<file path="src/rtl/mips16_pkg.sv">
// Shared encodings for the 16-bit MIPS control logic: opcodes, FSM states,
// datapath mux selects and the control-word payload.
package mips16_pkg;

  localparam int unsigned OP_W    = 3;
  localparam int unsigned STATE_W = 3;

  localparam logic [OP_W-1:0] OP_ADD  = 3'b000;
  localparam logic [OP_W-1:0] OP_SLI  = 3'b001;
  localparam logic [OP_W-1:0] OP_J    = 3'b010;
  localparam logic [OP_W-1:0] OP_JAL  = 3'b011;
  localparam logic [OP_W-1:0] OP_LW   = 3'b100;
  localparam logic [OP_W-1:0] OP_SW   = 3'b101;
  localparam logic [OP_W-1:0] OP_BEQ  = 3'b110;
  localparam logic [OP_W-1:0] OP_ADDI = 3'b111;

  typedef enum logic [STATE_W-1:0] {
    ST_FETCH  = 3'd0,
    ST_DECODE = 3'd1,
    ST_EXEC   = 3'd2,
    ST_MEM    = 3'd3,
    ST_WB     = 3'd4
  } state_t;

  localparam logic [1:0] ALU_ADD  = 2'b00;
  localparam logic [1:0] ALU_SUB  = 2'b01;
  localparam logic [1:0] ALU_SLT  = 2'b10;
  localparam logic [1:0] ALU_ADDI = 2'b11;

  localparam logic [1:0] PC_PLUS2  = 2'b00;
  localparam logic [1:0] PC_BRANCH = 2'b01;
  localparam logic [1:0] PC_JUMP   = 2'b10;

  localparam logic [1:0] SRCB_REGB   = 2'b00;
  localparam logic [1:0] SRCB_TWO    = 2'b01;
  localparam logic [1:0] SRCB_IMM    = 2'b10;
  localparam logic [1:0] SRCB_IMM_SH = 2'b11;

  localparam logic [1:0] DST_RT = 2'b00;
  localparam logic [1:0] DST_RD = 2'b01;
  localparam logic [1:0] DST_R7 = 2'b10;

  localparam logic [1:0] M2R_ALU = 2'b00;
  localparam logic [1:0] M2R_MDR = 2'b01;
  localparam logic [1:0] M2R_PC  = 2'b10;

  typedef struct packed {
    logic       mem_we;
    logic       iord;
    logic       ir_write;
    logic       pc_en;
    logic [1:0] pc_src;
    logic       alu_src_a;
    logic [1:0] alu_src_b;
    logic [1:0] alu_op;
    logic       reg_write;
    logic [1:0] reg_dst;
    logic [1:0] mem_to_reg;
    logic       sign_or_zero;
  } ctrl_t;

endpackage

</file>
<file path="src/rtl/mc_sequencer_if.sv">
// Shared single-port memory handshake between the sequencer and memory.
interface mc_sequencer_if;
  logic mem_req;
  logic mem_we;
  logic iord;
  logic mem_ready;

  modport master (output mem_req, output mem_we, output iord, input mem_ready);
  modport slave  (input mem_req, input mem_we, input iord, output mem_ready);
endinterface

</file>
<file path="src/rtl/mc_mem_watchdog.sv">
// Counts consecutive stalled memory cycles and flags a sticky timeout.
module mc_mem_watchdog #(
  parameter int unsigned WAIT_MAX = 15
) (
  input  logic clk,
  input  logic reset,
  input  logic req,
  input  logic ready,
  input  logic state_chg,
  output logic timeout_c,
  output logic mem_err
);

  localparam int unsigned WAIT_W = 8;

  logic [WAIT_W-1:0] wait_cnt;

  // The stall that would make the count reach WAIT_MAX is the timeout cycle;
  // a ready on that same cycle suppresses it.
  assign timeout_c = req && !ready && (wait_cnt == WAIT_W'(WAIT_MAX - 1));

  always_ff @(posedge clk) begin
    if (reset) begin
      wait_cnt <= '0;
      mem_err  <= 1'b0;
    end else begin
      if (timeout_c) mem_err <= 1'b1;
      if (!req || ready || state_chg || timeout_c) wait_cnt <= '0;
      else                                         wait_cnt <= wait_cnt + 1'b1;
    end
  end

endmodule

</file>
<file path="src/rtl/mc_sequencer.sv">
// Multi-cycle FETCH/DECODE/EXEC/MEM/WB control sequencer for the 16-bit MIPS
// datapath, sharing one memory port between instruction and data access.
module mc_sequencer
  import mips16_pkg::*;
#(
  parameter int unsigned CNT_W    = 16,
  parameter int unsigned WAIT_MAX = 15
) (
  input  logic                clk,
  input  logic                reset,
  input  logic                run,
  input  logic [OP_W-1:0]     opcode,
  input  logic                alu_zero,
  mc_sequencer_if.master      mem,
  output logic                ir_write,
  output logic                pc_en,
  output logic [1:0]          pc_src,
  output logic                alu_src_a,
  output logic [1:0]          alu_src_b,
  output logic [1:0]          alu_op,
  output logic                reg_write,
  output logic [1:0]          reg_dst,
  output logic [1:0]          mem_to_reg,
  output logic                sign_or_zero,
  output logic [STATE_W-1:0]  state_o,
  output logic [CNT_W-1:0]    instr_cnt,
  output logic                mem_err
);

  state_t          state_q, state_d;
  logic [OP_W-1:0] op_q;
  ctrl_t           ctrl;
  logic            req_c, retire_c, op_load_c, timeout_c, state_chg_c;

  // Request depends only on state, so the watchdog can see it without a loop.
  assign req_c = !reset && (((state_q == ST_FETCH) && run) || (state_q == ST_MEM));

  always_ff @(posedge clk) begin
    if (reset) begin
      state_q   <= ST_FETCH;
      op_q      <= '0;
      instr_cnt <= '0;
    end else begin
      state_q <= state_d;
      if (op_load_c) op_q      <= opcode;
      if (retire_c)  instr_cnt <= instr_cnt + 1'b1;
    end
  end

  always_comb begin
    state_d           = state_q;
    retire_c          = 1'b0;
    op_load_c         = 1'b0;
    ctrl              = '0;
    ctrl.sign_or_zero = 1'b1;
    if (!reset) begin
      unique case (state_q)
        ST_FETCH: begin
          if (run) begin
            if (mem.mem_ready) begin
              ctrl.ir_write  = 1'b1;
              ctrl.pc_en     = 1'b1;
              ctrl.pc_src    = PC_PLUS2;
              ctrl.alu_src_b = SRCB_TWO;
              ctrl.alu_op    = ALU_ADD;
              state_d        = ST_DECODE;
            end
          end
        end
        ST_DECODE: begin
          op_load_c      = 1'b1;
          ctrl.alu_src_b = SRCB_IMM_SH;
          ctrl.alu_op    = ALU_ADD;
          state_d        = ST_EXEC;
        end
        ST_EXEC: begin
          case (op_q)
            OP_ADD: begin
              ctrl.alu_src_a = 1'b1;
              ctrl.alu_src_b = SRCB_REGB;
              ctrl.alu_op    = ALU_ADD;
              state_d        = ST_WB;
            end
            OP_SLI: begin
              ctrl.alu_src_a    = 1'b1;
              ctrl.alu_src_b    = SRCB_IMM;
              ctrl.alu_op       = ALU_SLT;
              ctrl.sign_or_zero = 1'b0;
              state_d           = ST_WB;
            end
            OP_ADDI: begin
              ctrl.alu_src_a = 1'b1;
              ctrl.alu_src_b = SRCB_IMM;
              ctrl.alu_op    = ALU_ADDI;
              state_d        = ST_WB;
            end
            OP_LW, OP_SW: begin
              ctrl.alu_src_a = 1'b1;
              ctrl.alu_src_b = SRCB_IMM;
              ctrl.alu_op    = ALU_ADDI;
              state_d        = ST_MEM;
            end
            OP_BEQ: begin
              ctrl.alu_src_a = 1'b1;
              ctrl.alu_src_b = SRCB_REGB;
              ctrl.alu_op    = ALU_SUB;
              ctrl.pc_src    = PC_BRANCH;
              ctrl.pc_en     = alu_zero;
              retire_c       = 1'b1;
              state_d        = ST_FETCH;
            end
            OP_J: begin
              ctrl.pc_en  = 1'b1;
              ctrl.pc_src = PC_JUMP;
              retire_c    = 1'b1;
              state_d     = ST_FETCH;
            end
            OP_JAL: begin
              // PC already holds PC+2 from FETCH, which is the link value.
              ctrl.pc_en      = 1'b1;
              ctrl.pc_src     = PC_JUMP;
              ctrl.reg_write  = 1'b1;
              ctrl.reg_dst    = DST_R7;
              ctrl.mem_to_reg = M2R_PC;
              retire_c        = 1'b1;
              state_d         = ST_FETCH;
            end
          endcase
        end
        ST_MEM: begin
          ctrl.iord   = 1'b1;
          ctrl.mem_we = (op_q == OP_SW);
          if (mem.mem_ready) begin
            if (op_q == OP_LW) begin
              state_d = ST_WB;
            end else begin
              retire_c = 1'b1;
              state_d  = ST_FETCH;
            end
          end else if (timeout_c) begin
            state_d = ST_FETCH;
          end
        end
        ST_WB: begin
          ctrl.reg_write    = 1'b1;
          ctrl.reg_dst      = (op_q == OP_ADD) ? DST_RD : DST_RT;
          ctrl.mem_to_reg   = (op_q == OP_LW) ? M2R_MDR : M2R_ALU;
          ctrl.sign_or_zero = (op_q != OP_SLI);
          retire_c          = 1'b1;
          state_d           = ST_FETCH;
        end
        default: state_d = ST_FETCH;
      endcase
    end
  end

  assign state_chg_c = (state_d != state_q);

  mc_mem_watchdog #(.WAIT_MAX(WAIT_MAX)) u_watchdog (
    .clk       (clk),
    .reset     (reset),
    .req       (req_c),
    .ready     (mem.mem_ready),
    .state_chg (state_chg_c),
    .timeout_c (timeout_c),
    .mem_err   (mem_err)
  );

  assign mem.mem_req   = req_c;
  assign mem.mem_we    = ctrl.mem_we;
  assign mem.iord      = ctrl.iord;
  assign ir_write      = ctrl.ir_write;
  assign pc_en         = ctrl.pc_en;
  assign pc_src        = ctrl.pc_src;
  assign alu_src_a     = ctrl.alu_src_a;
  assign alu_src_b     = ctrl.alu_src_b;
  assign alu_op        = ctrl.alu_op;
  assign reg_write     = ctrl.reg_write;
  assign reg_dst       = ctrl.reg_dst;
  assign mem_to_reg    = ctrl.mem_to_reg;
  assign sign_or_zero  = ctrl.sign_or_zero;
  assign state_o       = reset ? STATE_W'(ST_FETCH) : state_q;

endmodule

</file>
<file path="src/flat_wrapper.sv">
// flat-port wrapper written by rule: the top's interface ports become plain ports
module mc_sequencer_flat import mips16_pkg::*;
#(
  parameter int unsigned CNT_W    = 16,
  parameter int unsigned WAIT_MAX = 15
)
  (clk, reset, run, opcode, alu_zero, ir_write, pc_en, pc_src, alu_src_a, alu_src_b, alu_op, reg_write, reg_dst, mem_to_reg, sign_or_zero, state_o, instr_cnt, mem_err, mem_mem_req, mem_mem_we, mem_iord, mem_mem_ready);
  mc_sequencer_if mem_i ();
  input  logic clk;
  input  logic reset;
  input  logic run;
  input  logic [OP_W-1:0] opcode;
  input  logic alu_zero;
  output logic ir_write;
  output logic pc_en;
  output logic [1:0] pc_src;
  output logic alu_src_a;
  output logic [1:0] alu_src_b;
  output logic [1:0] alu_op;
  output logic reg_write;
  output logic [1:0] reg_dst;
  output logic [1:0] mem_to_reg;
  output logic sign_or_zero;
  output logic [STATE_W-1:0] state_o;
  output logic [CNT_W-1:0] instr_cnt;
  output logic mem_err;
  output wire logic [$bits(mem_i.mem_req)-1:0] mem_mem_req;
  output wire logic [$bits(mem_i.mem_we)-1:0] mem_mem_we;
  output wire logic [$bits(mem_i.iord)-1:0] mem_iord;
  input wire logic [$bits(mem_i.mem_ready)-1:0] mem_mem_ready;
  assign mem_mem_req = mem_i.mem_req;
  assign mem_mem_we = mem_i.mem_we;
  assign mem_iord = mem_i.iord;
  assign mem_i.mem_ready = mem_mem_ready;
  mc_sequencer #(.CNT_W(CNT_W), .WAIT_MAX(WAIT_MAX)) u_core (.clk(clk), .reset(reset), .run(run), .opcode(opcode), .alu_zero(alu_zero), .mem(mem_i), .ir_write(ir_write), .pc_en(pc_en), .pc_src(pc_src), .alu_src_a(alu_src_a), .alu_src_b(alu_src_b), .alu_op(alu_op), .reg_write(reg_write), .reg_dst(reg_dst), .mem_to_reg(mem_to_reg), .sign_or_zero(sign_or_zero), .state_o(state_o), .instr_cnt(instr_cnt), .mem_err(mem_err));
endmodule
</file>
<file path="config.mk">
export PLATFORM = sky130hd
export DESIGN_NAME = mc_sequencer_flat
export DESIGN_NICKNAME = d
export VERILOG_FILES = /design/src/rtl/mips16_pkg.sv /design/src/rtl/mc_sequencer_if.sv /design/src/rtl/mc_mem_watchdog.sv /design/src/rtl/mc_sequencer.sv /design/src/flat_wrapper.sv
export SDC_FILE = /design/constraint.sdc
export NUM_CORES = 1
export LEC_CHECK = 0
export ABC_AREA = 1
export CORE_MARGIN = 1.5
export CORE_UTILIZATION = 45
export CTS_CLUSTER_DIAMETER = 30
export CTS_CLUSTER_SIZE = 10
export DETAILED_ROUTE_END_ITERATION = 12
export GPL_TIMING_DRIVEN = 0
export PLACE_DENSITY_LB_ADDON = 0.25
export SLEW_MARGIN = 20
export SYNTH_ARGS = -nofsm -noshare
export SYNTH_HDL_FRONTEND = slang
export SYNTH_HIERARCHICAL = 1
export SYNTH_SLANG_ARGS = --single-unit
</file>
<file path="constraint.sdc">
create_clock -name clk -period 2.1 [get_ports clk]
set_input_delay 0.42 -clock clk [delete_from_list [all_inputs] [get_ports clk]]
set_output_delay 0.42 -clock clk [all_outputs]
set_load 0.05 [all_outputs]
</file>
==> run summary <==
Antenna Nets Post-Route: 0
power per unit of standard cell area: 448 nW/um^2
die width: 69.5 microns
count of nets after finishing: 388
CP Data Arrival Time: 1620 ps
cell taking the most area after synthesis: sky130_fd_sc_hd__dfxtp_1
weighted congestion reported at the end of routability-driven placement: 0.880
antenna violations before repair: 0
Worst setup EP type: output port
initial core utilization: 48.3%
critical path peak fanout: 5
Tightest Pin Transition: 507 ps
Crit-path slowest cell: sky130_fd_sc_hd__clkdlybuf4s50_1
maximum operating frequency: 489 MHz
Gate Count Post-Synth: 315
critical path endpoint: pc_en
Synth-to-Final Area Change: 36.8%
number of levels in the clock H-tree: 2
worst setup slack after layout: 55.9 ps
r2r startpoint: u_core/state_q[1]
netlist area before placement: 1990 sq um
count of final hold-check violations: 0
reported leakage power: 0.00113 uW
Critical Path Start Type: primary input
fraction of layout cells with a size suffix above 1: 23.5%
die area: 4830 sq um
post-layout min period: 2040 ps
flip-flop and latch count after synthesis: 31
number of unique standard cell types used by synthesis: 31
Reg2Reg Depth: 16
vias in the first global route: 2051
critical path startpoint: mem_mem_ready
Max transition margin: 66.1%
TritonCTS clock tree: built
total negative slack: 0 ps
floorplan core area: 4120 sq um
total count of max-transition violations in the final report: 0
RSZ-0062 raised after global routing: true
Worst Setup Slack post-DPL: -819 ps
worst ir drop on vdd: 0.258 mV
All-Layer GR Usage: 22.4%
Reg area: 631 sq um
main area contributors after synthesis: sky130_fd_sc_hd__dfxtp_1 31%, sky130_fd_sc_hd__nand2_1 17%, sky130_fd_sc_hd__nor2_1 9.2%, sky130_fd_sc_hd__inv_1 7.2%, sky130_fd_sc_hd__a21oi_1 5.0%
Clock Latency Late Sink: 280 ps
reg-to-reg endpoint: u_core/u_watchdog/wait_cnt[2]
number of sinks handled by clock tree synthesis: 31
portion of the clock cycle consumed by the worst path in the final layout: 97.3%
Vias/cell: 5.16
Max clock buf depth: 2
hold buffers post-CTS: 0
drt drc: 0
final setup violation count: 0
Die Span Y: 69.5 microns
run status: complete, no violations
chain of cells forming the critical path: clkdlybuf4s50_1, nand2_1, a21oi_1, clkbuf_4
count of standard-cell rows: 23
cts bufs inserted: 5
Critical Setup Path Class: in2out
ant diodes: 0
total via count in the routed design: 2208
largest stage delay on the critical path: 580 ps
warning count from the yosys run: 6
routed wire length: 5220 microns
Detail Placement HPWL: 3580 microns
maximum number of pins on one net before global-route repair: 11
number of port buffers: 45
clock root cell: sky130_fd_sc_hd__clkbuf_8
setup slack, reg-to-reg: 60 ps
fraction of post-synthesis cell area in the top cell type by area: 31.2%
FILL cells: 361
clock slew at reported path FFs: 70 ps
number of top-level pins: 46
global-route wire length before repair: 8960 microns
detailed router's first-iteration violation count: 155
required time worst endpoint: 1680 ps
sequential share of the synthesized area: 31.2%
type of the most critical hold path: in2reg
maximum clock skew at final layout: 8.21 ps
Pre-antenna DRT Iters: 5
max_cap viols: 0
post-DR wirelength/cell: 12.2 microns
Avg Cell Area, Syn: 6.32 sq um
net count of the mapped netlist: 326
global route total overflow: 0
area of the multi-input gates: 1250 sq um
==> synth_stat cells <==
| cell | number |
|---|---|
| sky130_fd_sc_hd__a211oi_1 | 3 |
| sky130_fd_sc_hd__a21oi_1 | 20 |
| sky130_fd_sc_hd__a21oi_2 | 3 |
| sky130_fd_sc_hd__a31oi_1 | 2 |
| sky130_fd_sc_hd__and2_1 | 1 |
| sky130_fd_sc_hd__and3_1 | 1 |
| sky130_fd_sc_hd__buf_2 | 1 |
| sky130_fd_sc_hd__buf_4 | 1 |
| sky130_fd_sc_hd__buf_6 | 2 |
| sky130_fd_sc_hd__clkbuf_1 | 3 |
| sky130_fd_sc_hd__clkinv_2 | 1 |
| sky130_fd_sc_hd__dfxtp_1 | 31 |
| sky130_fd_sc_hd__ha_1 | 3 |
| sky130_fd_sc_hd__inv_1 | 38 |
| sky130_fd_sc_hd__inv_2 | 1 |
| sky130_fd_sc_hd__nand2_1 | 88 |
| sky130_fd_sc_hd__nand2_2 | 3 |
| sky130_fd_sc_hd__nand2_4 | 4 |
| sky130_fd_sc_hd__nand3_1 | 19 |
| sky130_fd_sc_hd__nand3_2 | 3 |
| sky130_fd_sc_hd__nand3_4 | 1 |
| sky130_fd_sc_hd__nand4_1 | 9 |
| sky130_fd_sc_hd__nor2_1 | 49 |
| sky130_fd_sc_hd__nor2_2 | 7 |
| sky130_fd_sc_hd__nor2_4 | 2 |
| sky130_fd_sc_hd__nor3_1 | 6 |
| sky130_fd_sc_hd__o211ai_1 | 1 |
| sky130_fd_sc_hd__o21ai_0 | 6 |
| sky130_fd_sc_hd__o21ai_1 | 1 |
| sky130_fd_sc_hd__xnor2_1 | 2 |
| sky130_fd_sc_hd__xor2_1 | 3 |
==> layer usage <==
layer,GRT usage (%),vias to the layer above,wire (microns)
li1,-,1126,-
met1,28.6,1006,2300
met2,37.3,72,2580
met3,4.80,4,301
met4,7.84,0,34
met5,0,-,0
==> cells in the final DEF (no fill, tap or decap), types with 3 or more instances in the layout <==
| cell type | netlist | layout |
|---|---|---|
| sky130_fd_sc_hd__nor2_4 | 2 | 5 |
| sky130_fd_sc_hd__clkbuf_8 | 0 | 5 |
| sky130_fd_sc_hd__nand4_1 | 9 | 9 |
| sky130_fd_sc_hd__nand2_4 | 4 | 4 |
| sky130_fd_sc_hd__dlygate4sd2_1 | 0 | 3 |
| sky130_fd_sc_hd__a21oi_1 | 20 | 17 |
| sky130_fd_sc_hd__buf_4 | 1 | 11 |
| sky130_fd_sc_hd__nand3_2 | 3 | 3 |
| sky130_fd_sc_hd__buf_2 | 1 | 11 |
| sky130_fd_sc_hd__nor3_1 | 6 | 4 |
| sky130_fd_sc_hd__clkbuf_4 | 0 | 4 |
| sky130_fd_sc_hd__inv_1 | 38 | 35 |
| sky130_fd_sc_hd__dfxtp_1 | 31 | 27 |
| sky130_fd_sc_hd__nand3_1 | 19 | 19 |
| sky130_fd_sc_hd__a211oi_1 | 3 | 3 |
| sky130_fd_sc_hd__xor2_1 | 3 | 3 |
| sky130_fd_sc_hd__buf_6 | 2 | 3 |
| sky130_fd_sc_hd__nand2_1 | 88 | 84 |
| sky130_fd_sc_hd__nor2_2 | 7 | 9 |
| sky130_fd_sc_hd__a21oi_2 | 3 | 5 |
| sky130_fd_sc_hd__clkdlybuf4s50_1 | 0 | 21 |
| sky130_fd_sc_hd__ha_1 | 3 | 3 |
| sky130_fd_sc_hd__clkdlybuf4s15_2 | 0 | 3 |
| sky130_fd_sc_hd__o21ai_0 | 6 | 5 |
| sky130_fd_sc_hd__nor2_1 | 49 | 44 |
| sky130_fd_sc_hd__nand2_2 | 3 | 6 |
==> critical path, delay by kind of cell <==
| family | cells | cell delay, ps |
|---|---|---|
| AO/OA/AOI/OAI | 1 | 180 |
| buffers and inverters | 2 | 820 |
| AND/OR/NAND/NOR | 1 | 200 |
==> cells by family (layout without fill, tap and decap cells) <==
family / Yosys count / after routing / synth area share [%]
and+or+nand+nor: 193 / 193 / 44.5
adders and majority gates: 3 / 3 / 1.89
xor gates and xnor gates: 5 / 5 / 2.20
DFF: 31 / 31 / 31.2
AOI/OAI and AO/OA: 36 / 36 / 10.3
buffers and inverters: 47 / 110 / 9.94
==> power breakdown <==
part / switching [uW] / leakage [uW] / internal, uW
Sequential: 12.7 / 0.000253 / 593
Combinational: 103 / 0.000833 / 58.4
Clock: 220 / 0.0000422 / 232
Total: 335 / 0.00113 / 884
==> timing repair <==
| action | in CTS | in global routing |
|---|---|---|
| buffers inserted | 6 | 4 |
| gates cloned | 0 | 0 |
| gates resized for setup | 91 | 31 |
| pin swaps | 2 | 16 |
| hold endpoints to repair | 0 | 0 |
| endpoints found under the setup margin | 29 | 22 |
==> registers in the layout, indices dropped and copies added, names as in the netlist <==
| name | count |
|---|---|
| u_core/instr_cnt | 16 |
| u_core/u_watchdog/wait_cnt | 8 |
| u_core/op_q | 3 |
| u_core/state_q | 3 |
| u_core/u_watchdog/mem_err | 1 |
==> how the worst min path moves through the flow <==
stage	startpoint	endpoint	slack, ps	cells past startpoint
2_1_floorplan	u_core/u_watchdog/wait_cnt[0]	u_core/u_watchdog/wait_cnt[0]	430	1
3_3_place_gp	u_core/u_watchdog/mem_err	u_core/u_watchdog/mem_err	440	2
3_5_place_dp	u_core/u_watchdog/mem_err	u_core/u_watchdog/mem_err	450	2
4_1_cts	u_core/u_watchdog/mem_err	u_core/u_watchdog/mem_err	460	2
5_1_grt	reset	u_core/u_watchdog/mem_err	330	2
6_report	reset	u_core/u_watchdog/mem_err	350	2
==> cell type report <==
type / instances / share of cell area (%)
sequential: 31 / 23.2
inverter: 40 / 5.93
clock inverter: 1 / 0.184
multi-input combinational: 237 / 46.1
tap: 50 / 2.30
clock buffer: 7 / 2.80
timing repair buffer: 55 / 17.2
buffer: 7 / 2.30
==> metrics by stage <==
stage | area [sq um] | total power (uW) | util, % | std cells | hold slack [ps]
final | 2720 | 1220 | 66.1 | 428 | 346
after CTS | 2650 | 1230 | 64.3 | 424 | 458
after global routing | 2720 | 1270 | 66.1 | 428 | 333
after floorplan | 2050 | 718 | - | 315 | 430
after global placement | 2560 | 765 | 62.3 | 410 | 438
after detailed placement | 2560 | 766 | 62.3 | 410 | 447
(Power assumes the default switching activity.)
